### src/rtl/reg_file_pkg.sv
// rtl/reg_file_pkg.sv - shared sizes, types and popcount helper for the scoreboarded register file
package reg_file_pkg;
  localparam int W_DEF     = 8;
  localparam int D_DEF     = 3;
  localparam int DEPTH     = 2 ** D_DEF;
  localparam int MAX_DEPTH = 64;

  typedef logic [D_DEF-1:0] addr_t;
  typedef logic [W_DEF-1:0] data_t;
  typedef logic [DEPTH-1:0] busy_t;

  function automatic logic [6:0] popcount(input logic [MAX_DEPTH-1:0] v);
    logic [6:0] n;
    n = '0;
    for (int i = 0; i < MAX_DEPTH; i++) n = n + {6'd0, v[i]};
    return n;
  endfunction
endpackage

### src/rtl/reg_file_sb_scoreboard.sv
// rtl/reg_file_sb_scoreboard.sv - busy bits, pending count and hazard pulse for reg_file_sb
module busy_scoreboard
  import reg_file_pkg::*;
#(
  parameter int D        = 3,
  parameter int ZERO_REG = 1
) (
  input  logic             CLK,
  input  logic             Reset_n,
  input  logic             Reserve_en,
  input  logic [D-1:0]     Reserve_address,
  input  logic             Fill_en,
  input  logic [D-1:0]     Fill_address,
  input  logic             Reg_write_en,
  input  logic [D-1:0]     Reg_write_address,
  output logic [2**D-1:0]  Busy_vector,
  output logic [D:0]       Pending_count,
  output logic             Collision_err
);
  localparam int N_REGS = 2 ** D;

  logic [N_REGS-1:0]    r_busy;
  logic [D:0]           r_count;
  logic                 r_err;
  logic [N_REGS-1:0]    w_busy_next;
  logic [MAX_DEPTH-1:0] w_busy_ext;
  logic [6:0]           w_cnt;
  logic                 w_err;
  logic                 w_res_ok;
  logic                 w_fill_ok;
  logic                 w_wr_ok;

  // Hardwired-zero register 0 swallows every strobe without complaint.
  assign w_res_ok  = Reserve_en   && !(ZERO_REG != 0 && Reserve_address   == '0);
  assign w_fill_ok = Fill_en      && !(ZERO_REG != 0 && Fill_address      == '0);
  assign w_wr_ok   = Reg_write_en && !(ZERO_REG != 0 && Reg_write_address == '0);

  always_comb begin
    w_busy_next = r_busy;
    if (w_fill_ok) w_busy_next[Fill_address] = 1'b0;
    if (w_res_ok)  w_busy_next[Reserve_address] = 1'b1;

    w_busy_ext = '0;
    w_busy_ext[N_REGS-1:0] = w_busy_next;

    w_err = 1'b0;
    if (w_wr_ok && w_fill_ok && Reg_write_address == Fill_address) w_err = 1'b1;
    if (w_wr_ok && r_busy[Reg_write_address] &&
        !(w_fill_ok && Fill_address == Reg_write_address)) w_err = 1'b1;
    if (w_res_ok && r_busy[Reserve_address] &&
        !(w_fill_ok && Fill_address == Reserve_address)) w_err = 1'b1;
    // A fill paired with a reserve of the same register is a back-to-back reuse, not a stray fill.
    if (w_fill_ok && !r_busy[Fill_address] &&
        !(w_res_ok && Reserve_address == Fill_address)) w_err = 1'b1;
  end

  assign w_cnt = popcount(w_busy_ext);

  always_ff @(posedge CLK or negedge Reset_n) begin
    if (!Reset_n) begin
      r_busy  <= '0;
      r_count <= '0;
      r_err   <= 1'b0;
    end else begin
      r_busy  <= w_busy_next;
      r_count <= w_cnt[D:0];
      r_err   <= w_err;
    end
  end

  assign Busy_vector   = r_busy;
  assign Pending_count = r_count;
  assign Collision_err = r_err;
endmodule

### src/rtl/reg_file_sb.sv
// rtl/reg_file_sb.sv - scoreboarded register file with bypassed combinational read ports
module reg_file_sb
  import reg_file_pkg::*;
#(
  parameter int W        = 8,
  parameter int D        = 3,
  parameter int NR       = 2,
  parameter int ZERO_REG = 1
) (
  input  logic              CLK,
  input  logic              Reset_n,
  input  logic [NR*D-1:0]   Reg_read_address,
  output logic [NR*W-1:0]   Read_data,
  output logic [NR-1:0]     Read_ready,
  input  logic              Reg_write_en,
  input  logic [D-1:0]      Reg_write_address,
  input  logic [W-1:0]      Reg_write_data,
  input  logic              Reserve_en,
  input  logic [D-1:0]      Reserve_address,
  input  logic              Fill_en,
  input  logic [D-1:0]      Fill_address,
  input  logic [W-1:0]      Fill_data,
  output logic [2**D-1:0]   Busy_vector,
  output logic [D:0]        Pending_count,
  output logic              Collision_err
);
  localparam int N_REGS = 2 ** D;

  logic [W-1:0] r_regs [N_REGS];
  logic         w_fill_ok;
  logic         w_wr_ok;

  assign w_fill_ok = Fill_en      && !(ZERO_REG != 0 && Fill_address      == '0);
  assign w_wr_ok   = Reg_write_en && !(ZERO_REG != 0 && Reg_write_address == '0);

  busy_scoreboard #(.D(D), .ZERO_REG(ZERO_REG)) u_sb (
    .CLK               (CLK),
    .Reset_n           (Reset_n),
    .Reserve_en        (Reserve_en),
    .Reserve_address   (Reserve_address),
    .Fill_en           (Fill_en),
    .Fill_address      (Fill_address),
    .Reg_write_en      (Reg_write_en),
    .Reg_write_address (Reg_write_address),
    .Busy_vector       (Busy_vector),
    .Pending_count     (Pending_count),
    .Collision_err     (Collision_err)
  );

  // Immediate write is issued later than the fill it may collide with, so it lands last.
  always_ff @(posedge CLK or negedge Reset_n) begin
    if (!Reset_n) begin
      for (int i = 0; i < N_REGS; i++) r_regs[i] <= '0;
    end else begin
      if (w_fill_ok) r_regs[Fill_address] <= Fill_data;
      if (w_wr_ok)   r_regs[Reg_write_address] <= Reg_write_data;
    end
  end

  for (genvar g = 0; g < NR; g++) begin : g_rd
    logic [D-1:0] w_addr;
    logic         w_zero;
    logic         w_fill_hit;
    logic [W-1:0] w_data;

    assign w_addr     = Reg_read_address[g*D +: D];
    assign w_zero     = (ZERO_REG != 0) && (w_addr == '0);
    assign w_fill_hit = Fill_en && (Fill_address == w_addr);

    always_comb begin
      w_data = r_regs[w_addr];
      if (w_zero)                                        w_data = '0;
      else if (Reg_write_en && Reg_write_address == w_addr) w_data = Reg_write_data;
      else if (w_fill_hit)                               w_data = Fill_data;
    end

    assign Read_data[g*W +: W] = w_data;
    assign Read_ready[g]       = w_zero || !Busy_vector[w_addr] || w_fill_hit;
  end
endmodule

### config.mk
export PLATFORM = sky130hd
export DESIGN_NAME = reg_file_sb
export DESIGN_NICKNAME = d
export VERILOG_FILES = /design/src/rtl/reg_file_pkg.sv /design/src/rtl/reg_file_sb_scoreboard.sv /design/src/rtl/reg_file_sb.sv
export SDC_FILE = /design/constraint.sdc
export NUM_CORES = 1
export LEC_CHECK = 0
export CAP_MARGIN = 40
export CORE_AREA = 8 8 135 137
export DETAILED_ROUTE_END_ITERATION = 8
export DIE_AREA = 0 0 143 145
export GPL_ROUTABILITY_DRIVEN = 0
export REMOVE_ABC_BUFFERS = 1
export SETUP_SLACK_MARGIN = 0.1
export SYNTH_ARGS = -nofsm -noshare
export SYNTH_HDL_FRONTEND = slang
export SYNTH_SLANG_ARGS = --single-unit
### constraint.sdc
create_clock -name CLK -period 3.8 [get_ports CLK]
set_input_delay 0.57 -clock CLK [delete_from_list [all_inputs] [get_ports CLK]]
set_output_delay 0.57 -clock CLK [all_outputs]
set_load 0.1 [all_outputs]
==> metrics, run 1 <==
type of the most critical hold path=in -> async; Placed Area=6910 µm²; run status=finished, final reports clean; min Tclk post-route=3.51 ns; DRC violations left=0; post-synthesis sequential element count=77; Worst Path Required=roughly 4 ns; Max clock buf depth=2; Starting DRT DRC Count=390; remaining antenna violation count after routing=0; unrepaired setup endpoints after global routing=no; Crit Path Class=in -> reg; netlist area before placement=approximately 5600 µm²; core occupancy in the finished layout=between 40% and 50%; largest cells by area after synthesis=sky130_fd_sc_hd__dfrtp_1 34%, sky130_fd_sc_hd__mux4_2 15%, sky130_fd_sc_hd__mux2i_1 13%, sky130_fd_sc_hd__nand2_1 3.9%, sky130_fd_sc_hd__a21oi_1 3.0%; number of post-CTS setup repair buffers=0; measured slew at the worst slew-check pin=0.821 ns; leading register cell type out of synthesis=sky130_fd_sc_hd__dfrtp_1; vias per inst=between 5 and 6; total via count after detailed routing=between 4000 and 5000; Die Footprint=between 20000 and 25000 µm²; global-route usage over all layers=17.4%; number of enable-type register cells in the synthesized netlist=0; diodes inserted=0; clock root buffer=sky130_fd_sc_hd__clkbuf_16; number of instances in the synthesized netlist=~550; pin count of the biggest net entering global routing=45; via count of the first global-routing pass=roughly 4800; buffers added on ports=between 60 and 70; critical path endpoint category=flip-flop; data arrival time of the critical path=approximately 3.8 ns; number of buffers and inverters on the critical path=5; Initial Util=between 30% and 40%; half-perimeter wire length after placement=11800 µm; Die Wd=between 100 and 150 µm; number of buffers inserted during clock tree synthesis=9; element type at the critical path start=input port; top cell type by total area after synthesis=sky130_fd_sc_hd__dfrtp_1; Leak Pwr=between 3 and 4 nW; proportion of netlist area held by the largest area contributor=roughly a third; Multi-input gate area=between 3000 and 4000 µm²; CTS tree=yes; critical path's slowest cell=sky130_fd_sc_hd__fa_1; post-synthesis sequential area ratio=34.2%; synth unique cells=48; Detailed Route WL=roughly 18000 µm; count of fill cells added during filler insertion=~1500; Final Total Pwr=approximately 3.9 mW; initial antenna violation count=0; cell count after placement=approximately 810; final layout net count=~640; most frequent cells in the layout=77 x sky130_fd_sc_hd__dfrtp_1, 74 x sky130_fd_sc_hd__mux2i_1, 58 x sky130_fd_sc_hd__nand2_1; first-pass GRT wire length=27600 µm; final number of hold-violating endpoints=0; Ports=between 60 and 70; fraction of registers with async set or reset after synthesis=100%; kind of cell adding the most delay to the critical path=adder cells; maximum VDD drop=roughly 0.35 mV; Achievable Freq=between 200 and 300 MHz; Vert. Die Dim=145 µm; share of final-layout standard cells stronger than drive strength 1=23.1%; Max-Cap Viols=0; setup violators final=0; commonest non-fill, non-tap cell in the layout=sky130_fd_sc_hd__dfrtp_1; gr ovfl total=0; total number of placement rows=47; number of levels the H-tree was split into=3; wire length per cell=about 21 µm; max-slew violation total from the final report=0; Tcrit/Tclk final=about 90%; CP max FO=2; iteration count of the initial detailed-routing pass=5; Slew HR=45.0%; Area Overhead vs Synth=28.3%; Post-Layout Cell Count=~830; TritonCTS Sinks=between 70 and 80; clock input transition at the sequential cells of the worst setup and hold paths=around 0.070 ns; CORE AREA=~16000 µm²; clock skew=0.00452 ns; Largest stage delay, worst path=0.49 ns; Register Area=around 1900 µm²; Mean Syn Cell Area=10.3 µm²; area of all placed cells without fillers=7220 µm²; Power Density=roughly 540 nW/µm²; cell breakdown of the critical path=clkdlybuf4s50_1, nor4bb_4, o32ai_2, ha_1, inv_1, fa_1, fa_1, inv_1, fa_2, inv_2, fa_1, inv_1; latest clock arrival within the worst-skew pair=approximately 0.34 ns; Ys Warns=0
==> routing by layer <==
| layer | routed length (µm) | share of wire [%] | up-vias | track usage [%] |
|---|---|---|---|---|
| met5 | 0 | 0 | - | 0 |
| met4 | 659 | 3.7 | 0 | 8.93 |
| met1 | 7320 | 42 | 2339 | 22.6 |
| met3 | 1120 | 6.4 | 35 | 2.46 |
| met2 | 8510 | 48 | 200 | 27.5 |
| li1 | - | - | 2081 | - |
==> cell families (layout without fill, tap and decap cells) <==
| group | Yosys count | count (layout) | synth area share (%) |
|---|---|---|---|
| AOI/OAI and AO/OA | 116 | 116 | 13.6 |
| xor gates and xnor gates | 18 | 18 | 2.80 |
| adders and majority gates | 7 | 7 | 2.09 |
| and+or+nand+nor | 125 | 125 | 10.8 |
| DFF | 77 | 77 | 34.2 |
| muxes | 115 | 115 | 29.0 |
| buffers and inverters | 87 | 147 | 7.44 |
==> layout make-up <==
cell class	instances	area share [%]
clock buffers	11	3.50
multi-input cells	381	46.0
flip-flops and latches	77	26.7
well taps	220	3.81
repair buffers	117	18.7
clock inverters	5	0.554
inverters	14	0.727
==> power breakdown <==
part	switching, mW	internal (mW)	leakage [nW]
Combinational	1.11	0.788	2.07
Sequential	0.147	0.988	0.923
Clock	0.365	0.484	0.146
==> final timing paths <==
path                                     start                    end  slack (ns)  cells past startpoint
min in group CLK                    r_regs[62]             r_regs[62]        0.40                      0
min                                    Reset_n             r_regs[35]        0.19                      1
max                            Fill_address[1]  u_sb.Pending_count[1]        0.29                     12
min reg2reg                         r_regs[62]             r_regs[62]        0.40                      0
max in group asynchronous              Reset_n             r_regs[30]        3.03                      2
max reg2reg                u_sb.Busy_vector[1]  u_sb.Pending_count[1]        0.71                     11
==> synth_stat cells (4+ instances only) <==
cell type and n:
sky130_fd_sc_hd__dfrtp_1 77, sky130_fd_sc_hd__mux2i_1 74, sky130_fd_sc_hd__nand2_1 58, sky130_fd_sc_hd__mux4_2 37, sky130_fd_sc_hd__a21oi_1 34, sky130_fd_sc_hd__nor2_1 33, sky130_fd_sc_hd__clkbuf_1 28, sky130_fd_sc_hd__buf_2 26
sky130_fd_sc_hd__o21ai_0 26, sky130_fd_sc_hd__o21a_1 18, sky130_fd_sc_hd__xnor2_1 18, sky130_fd_sc_hd__a22o_1 16, sky130_fd_sc_hd__inv_1 14, sky130_fd_sc_hd__buf_1 8, sky130_fd_sc_hd__buf_4 6, sky130_fd_sc_hd__nand4b_1 6
sky130_fd_sc_hd__buf_6 5, sky130_fd_sc_hd__nand2b_1 5, sky130_fd_sc_hd__fa_1 4
==> worst reg2reg max path: stages, from the launching register on <==
cell                      delay (ns)
sky130_fd_sc_hd__dfrtp_1        0.51
sky130_fd_sc_hd__inv_1          0.10
sky130_fd_sc_hd__o32ai_2        0.18
sky130_fd_sc_hd__ha_1           0.30
sky130_fd_sc_hd__inv_1          0.08
sky130_fd_sc_hd__fa_1           0.42
sky130_fd_sc_hd__fa_1           0.49
sky130_fd_sc_hd__inv_1          0.06
sky130_fd_sc_hd__fa_2           0.39
sky130_fd_sc_hd__inv_2          0.06
sky130_fd_sc_hd__fa_1           0.39
sky130_fd_sc_hd__inv_1          0.06
==> registers in the layout (all words and copies together), names as in the netlist <==
register and cells:
u_sb.Pending_count 4, u_sb.Collision_err 1, u_sb.Busy_vector 8, r_regs 64
==> metrics by stage <==
stage          setup slack [ns]  TNS, ns  hold WS, ns
2_1_floorplan            -0.861    -2.57        0.274
3_3_place_gp             -0.287   -0.411        0.377
3_5_place_dp             -0.287   -0.472        0.388
4_1_cts                   0.103        0        0.192
5_1_grt                   0.102        0        0.215
6_report                  0.288        0        0.185
==> what timing repair did <==
item / in CTS / in global routing
resized for setup: 2 / 3
hold buffers: 0 / 0
pin swaps: 1 / 5
setup endpoints to repair: 1 / 2
(Power assumes the default switching activity.)
==> run 2: changes to the inputs <==
--- a/config.mk
+++ b/config.mk
@@ -6,9 +6,9 @@
 export NUM_CORES = 1
 export LEC_CHECK = 0
 export CAP_MARGIN = 40
-export CORE_AREA = 8 8 135 137
+export CORE_AREA = 8 8 154 120
 export DETAILED_ROUTE_END_ITERATION = 8
-export DIE_AREA = 0 0 143 145
+export DIE_AREA = 0 0 162 128
 export GPL_ROUTABILITY_DRIVEN = 0
 export REMOVE_ABC_BUFFERS = 1
 export SETUP_SLACK_MARGIN = 0.1
==> run 2 against run 1 <==
Effect of this change: worst setup slack better by 0.028 ns; power rose by 0.87%; final cell count shrank 0.85%; first-iteration DRC count down 39%; final area grew 0.33%; sequential power barely moved; via count decreased by 2.2%; global-route usage shrank 0.23 points; utilization about the same; clock power grew 4.1%.
==> metrics, run 2 (synthesis results as in run 1) <==
minimum setup slack after placement=-0.314 ns; cell count after placement=802; remaining antenna violation count after routing=0; Power Density=540 nW/µm²; DRC violations left=0; Achievable Freq=about 290 MHz; measured slew at the worst slew-check pin=0.623 ns; commonest non-fill, non-tap cell in the layout=sky130_fd_sc_hd__dfrtp_1; final layout net count=approximately 640; first-pass GRT wire length=27600 µm; Detailed Route WL=roughly 18000 µm; Worst Setup Slack, final=roughly 0.32 ns; total via count after detailed routing=4553; Die Wd=around 160 µm; buffers added on ports=between 60 and 70; global-route usage over all layers=approximately 17%; Tcrit/Tclk final=around nine tenths; clock root buffer=sky130_fd_sc_hd__clkbuf_16; Die Footprint=between 20000 and 25000 µm²; Crit Path Class=in -> reg; share of final-layout standard cells stronger than drive strength 1=22.6%; hold buffer count at CTS=0; Initial Util=a little over a third; iteration count of the initial detailed-routing pass=4; Post-Layout Cell Count=818; vias per inst=~5.6; number of levels the H-tree was split into=3; gr ovfl total=0; CTS tree=yes; TritonCTS Sinks=77; pin count of the biggest net entering global routing=50; setup violators final=0; element type at the critical path start=input port; clock input transition at the sequential cells of the worst setup and hold paths=~0.060 ns; unrepaired setup endpoints after global routing=no; Area Overhead vs Synth=28.7%; CORE AREA=between 15000 and 20000 µm²; critical path endpoint category=flip-flop; most frequent cells in the layout=77 x sky130_fd_sc_hd__dfrtp_1, 74 x sky130_fd_sc_hd__mux2i_1, 58 x sky130_fd_sc_hd__nand2_1; max-slew violation total from the final report=0; final setup TNS=0 ns; Worst Path Required=between 4 and 5 ns; run status=finished, final reports clean; CP max FO=14; Vert. Die Dim=around 130 µm; Final Total Pwr=about 3.9 mW; Ports=67; data arrival time of the critical path=about 3.8 ns; Slew HR=58.4%; Leak Pwr=3.17 nW; final number of hold-violating endpoints=0; Starting DRT DRC Count=~240; latest clock arrival within the worst-skew pair=about 0.34 ns; min Tclk post-route=between 3 and 4 ns; initial antenna violation count=0; via count of the first global-routing pass=4706; Max clock buf depth=2; core occupancy in the finished layout=around 45%; diodes inserted=0; flip-flop count of the largest register after layout=64; clock skew=about 0.007 ns; half-perimeter wire length after placement=12200 µm; total number of placement rows=between 40 and 50; number of buffers inserted during clock tree synthesis=9; Max-Cap Viols=0; Largest Register=r_regs; type of the most critical hold path=in -> async; wire length per cell=between 20 and 25 µm; maximum VDD drop=~0.25 mV; number of post-CTS setup repair buffers=0
[run 2: cell count changes in the layout (fill, tap and decap cells not counted), moves of 2 or more]
cell                              change
sky130_fd_sc_hd__buf_4                -3
sky130_fd_sc_hd__dlymetal6s2s_1       +2
sky130_fd_sc_hd__clkbuf_8             -2
sky130_fd_sc_hd__clkdlybuf4s50_1      -2
[run 2: final cells by class]
type / count / area, µm²
Sequential cell: 77 / 1930
Multi-Input combinational cell: 381 / 3330
Clock buffer: 10 / 229
Clock inverter: 6 / 70.1
Inverter: 14 / 52.6
Tap cell: 215 / 269
Timing Repair Buffer: 115 / 1370
Fill cell: 1521 / 8960
[run 2: final timing paths]
kind / to / startpoint / depth (start not counted) / slack (ns)
max in group asynchronous: r_regs[16] / Reset_n / 2 / 3.04
min in group CLK: r_regs[56] / r_regs[56] / 0 / 0.40
hold / removal: u_sb.Busy_vector[0] / Reset_n / 1 / 0.17
hold reg to reg: r_regs[56] / r_regs[56] / 0 / 0.40
setup / recovery: u_sb.Pending_count[1] / Fill_address[0] / 11 / 0.32
setup reg to reg: u_sb.Pending_count[1] / u_sb.Busy_vector[1] / 11 / 0.76
[run 2: per-layer routing]
metal | part of all wire [%] | track usage (%)
met5 | 0 | 0
met4 | 2.0 | 4.51
met3 | 8.1 | 4.69
met2 | 46 | 26.9
met1 | 44 | 23.0
[run 2: power breakdown]
part           leakage [nW]  internal, mW  total [mW]  switching [mW]
sequential            0.923         0.988        1.13           0.139
combinational          2.10         0.792        1.90            1.11
clock                 0.147         0.515       0.884           0.369
[run 2: stage by stage]
step	hold WS, ns	instance area, µm²
floorplan	0.274	5270
global placement	0.380	6680
detailed placement	0.386	6910
CTS	0.175	7230
global route	0.188	7250
finish	0.167	7250
[run 2: what timing repair did]
action | 4_1_cts | 5_1_grt
resized for setup | 2 | 5
pin swaps | 1 | 3
setup endpoints to repair | 1 | 2
[run 2: critical path, stage by stage]
cell and delay (ns):
sky130_fd_sc_hd__clkdlybuf4s50_1 0.43, sky130_fd_sc_hd__buf_4 0.22, sky130_fd_sc_hd__nor4bb_4 0.33, sky130_fd_sc_hd__o22a_1 0.25
sky130_fd_sc_hd__fa_1 0.46, sky130_fd_sc_hd__fa_1 0.55, sky130_fd_sc_hd__inv_1 0.06, sky130_fd_sc_hd__fa_2 0.38
sky130_fd_sc_hd__inv_1 0.07, sky130_fd_sc_hd__fa_1 0.40, sky130_fd_sc_hd__inv_1 0.06
==> run 3: changes to the inputs <==
--- a/config.mk
+++ b/config.mk
@@ -6,12 +6,13 @@
 export NUM_CORES = 1
 export LEC_CHECK = 0
 export CAP_MARGIN = 40
-export CORE_AREA = 8 8 154 120
+export CORE_AREA = 8 8 155 121
 export DETAILED_ROUTE_END_ITERATION = 8
-export DIE_AREA = 0 0 162 128
+export DIE_AREA = 0 0 163 129
 export GPL_ROUTABILITY_DRIVEN = 0
 export REMOVE_ABC_BUFFERS = 1
 export SETUP_SLACK_MARGIN = 0.1
 export SYNTH_ARGS = -nofsm -noshare
 export SYNTH_HDL_FRONTEND = slang
+export SYNTH_HIERARCHICAL = 1
 export SYNTH_SLANG_ARGS = --single-unit
==> run 3 against run 2 <==
Effect of this change: utilization is 0.14 points lower; area after synthesis is 2.1% higher; register-to-register slack worse by 0.26 ns; sequential power hardly changed; wire length is 8.6% higher; hold slack better by 0.0079 ns; sequential share of layout area is 0.082 points lower; largest power group unchanged; non-clock buffer count is 2 higher; combinational power is 3% lower; synthesized cell count is 6.6% higher; power is 2.0% lower.
==> metrics, run 3 <==
run status=finished, final reports clean; unrepaired setup endpoints after global routing=no; wire length per cell=22.2 µm; measured slew at the worst slew-check pin=0.892 ns; number of levels the H-tree was split into=3; buffers added on ports=66; Die Wd=163 µm; Max-Cap Viols=0; cell count after placement=841; fraction of registers with async set or reset after synthesis=100%; global-route usage over all layers=18.2%; most common cell in the synthesized netlist=sky130_fd_sc_hd__mux2i_1; core occupancy in the finished layout=between 40% and 50%; number of instances in the synthesized netlist=a little under 600; gr ovfl total=0; diodes inserted=0; Mean Syn Cell Area=9.90 µm²; Max clock buf depth=2; total via count after detailed routing=4980; cell breakdown of the critical path=clkdlybuf4s50_1, nand2b_1, o21ai_0, o21ai_1, inv_1, fa_1, inv_1, fa_1, fa_1, ha_1, inv_1, fa_1, xnor2_1; vias per inst=slightly below 6; leading register cell type out of synthesis=sky130_fd_sc_hd__dfrtp_1; Initial Util=approximately a third; Achievable Freq=~280 MHz; half-perimeter wire length after placement=13600 µm; Area Overhead vs Synth=26.5%; clock root buffer=sky130_fd_sc_hd__clkbuf_16; commonest cells in the synthesized netlist=92 x sky130_fd_sc_hd__mux2i_1, 77 x sky130_fd_sc_hd__dfrtp_1, 52 x sky130_fd_sc_hd__a21oi_1; flip-flop count of the largest register after layout=64; DRC violations left=0; post-synthesis sequential area ratio=between 30% and 40%; final setup TNS=0 ns; R2R cell count=11; critical path endpoint category=flip-flop; Die Footprint=roughly 21000 µm²; setup violators final=0; final number of hold-violating endpoints=0; CP most frequent cell=sky130_fd_sc_hd__fa_1; minimum setup slack after placement=-0.175 ns; CTS tree=yes; first-pass GRT wire length=about 29000 µm; Power Density=~530 nW/µm²; remaining antenna violation count after routing=0; critical path's slowest cell=sky130_fd_sc_hd__fa_1; Largest Register=r_regs; Worst Path Required=between 4 and 5 ns; max-slew violation total from the final report=0; Slew HR=~40%; most frequent cells in the layout=92 x sky130_fd_sc_hd__mux2i_1, 77 x sky130_fd_sc_hd__dfrtp_1, 52 x sky130_fd_sc_hd__a21oi_1; Vert. Die Dim=about 130 µm; Placed Area=a little under 7000 µm²; proportion of netlist area held by the largest area contributor=between 30% and 40%; area of all placed cells without fillers=7270 µm²; Ports=between 60 and 70; CORE AREA=around 16000 µm²; min Tclk post-route=around 3.6 ns; number of enable-type register cells in the synthesized netlist=0; Detailed Route WL=~19000 µm; Largest stage delay, worst path=roughly 0.54 ns; iteration count of the initial detailed-routing pass=6; initial antenna violation count=0; Post-Layout Cell Count=between 800 and 900; final worst hold slack=around 0.17 ns; clock input transition at the sequential cells of the worst setup and hold paths=0.06 ns; pin count of the biggest net entering global routing=44; via count of the first global-routing pass=about 5000; Crit Path Class=in -> reg; share of final-layout standard cells stronger than drive strength 1=around 17%; Leak Pwr=3.17 nW; final layout net count=681; latest clock arrival within the worst-skew pair=roughly 0.34 ns; synth unique cells=between 40 and 50; maximum VDD drop=0.324 mV; Worst Setup Slack, final=0.203 ns; netlist area before placement=roughly 5700 µm²; TritonCTS Sinks=a little under 80; CP max FO=3; element type at the critical path start=input port; Ys Warns=6; clock skew=between 0.001 and 0.0015 ns; data arrival time of the critical path=roughly 3.8 ns; number of buffers inserted during clock tree synthesis=9; commonest non-fill, non-tap cell in the layout=sky130_fd_sc_hd__mux2i_1; Tcrit/Tclk final=between 90% and 100%; type of the most critical hold path=in -> async; largest cells by area after synthesis=sky130_fd_sc_hd__dfrtp_1 34%, sky130_fd_sc_hd__mux2i_1 16%, sky130_fd_sc_hd__mux4_1 7.3%, sky130_fd_sc_hd__a21oi_1 4.5%, sky130_fd_sc_hd__o21ai_0 4.4%; Final Total Pwr=3.83 mW; top cell type by total area after synthesis=sky130_fd_sc_hd__dfrtp_1; total number of placement rows=41; Starting DRT DRC Count=604; post-synthesis sequential element count=a little under 80
## run 3: metal layers
layer  global-route usage [%]  wire (µm)  share of wire [%]  vias up
met5                        0          0                  0        -
met4                     6.30        502                2.6        0
met3                     5.55       1690                8.9       54
met2                     26.9       8200                 43      260
met1                     24.8       8620                 45     2438
li1                         -          -                  -     2228
## run 3: cell families (layout without fill, tap and decap cells)
kind of cell | count (synthesis) | count (layout) | synth area share (%)
and+or+nand+nor | 133 | 133 | 12.3
DFF | 77 | 77 | 33.5
xor gates and xnor gates | 15 | 15 | 2.29
AOI/OAI and AO/OA | 150 | 150 | 15.1
buffers and inverters | 82 | 144 | 8.31
adders and majority gates | 7 | 7 | 2.05
muxes | 117 | 117 | 26.5
## run 3: critical path: cells and delay by family
| family | cells | cell delay [ns] |
|---|---|---|
| xor gates and xnor gates | 1 | 0.14 |
| AOI/OAI and AO/OA | 2 | 0.22 |
| adders and majority gates | 5 | 2.07 |
| buffers and inverters | 4 | 0.69 |
| and+or+nand+nor | 1 | 0.13 |
## run 3: layout make-up
type	count	area [µm²]
timing repair buffer	117	1380
clock buffer	11	253
multi-input combinational	422	3360
inverter	11	41.3
tap	215	269
clock inverter	5	41.3
sequential	77	1930
fill	1501	9040
## run 3: worst paths after layout
check / from / endpoint / slack (ns)
worst max-delay path: Fill_address[2] / u_sb/Pending_count[2] / 0.20
worst min-delay path: Reset_n / r_regs[17] / 0.17
worst max register to register: u_sb/Busy_vector[2] / u_sb/Pending_count[2] / 0.50
worst min register to register: r_regs[57] / r_regs[57] / 0.39
max in group asynchronous: Reset_n / r_regs[54] / 3.03
min in group CLK: r_regs[57] / r_regs[57] / 0.39
## run 3: report_power, final
group	leakage [nW]	total [mW]	switching (mW)	internal, mW
Clock	0.139	0.848	0.364	0.484
Combinational	2.10	1.85	1.10	0.742
Sequential	0.925	1.14	0.150	0.991
Total	3.17	3.83	1.62	2.22
## run 3: timing repair
item / CTS / global route
endpoints found under the setup margin: 0 / 2
resized for setup: 0 / 4
hold buffers: 0 / 0
buffers inserted: 0 / 1
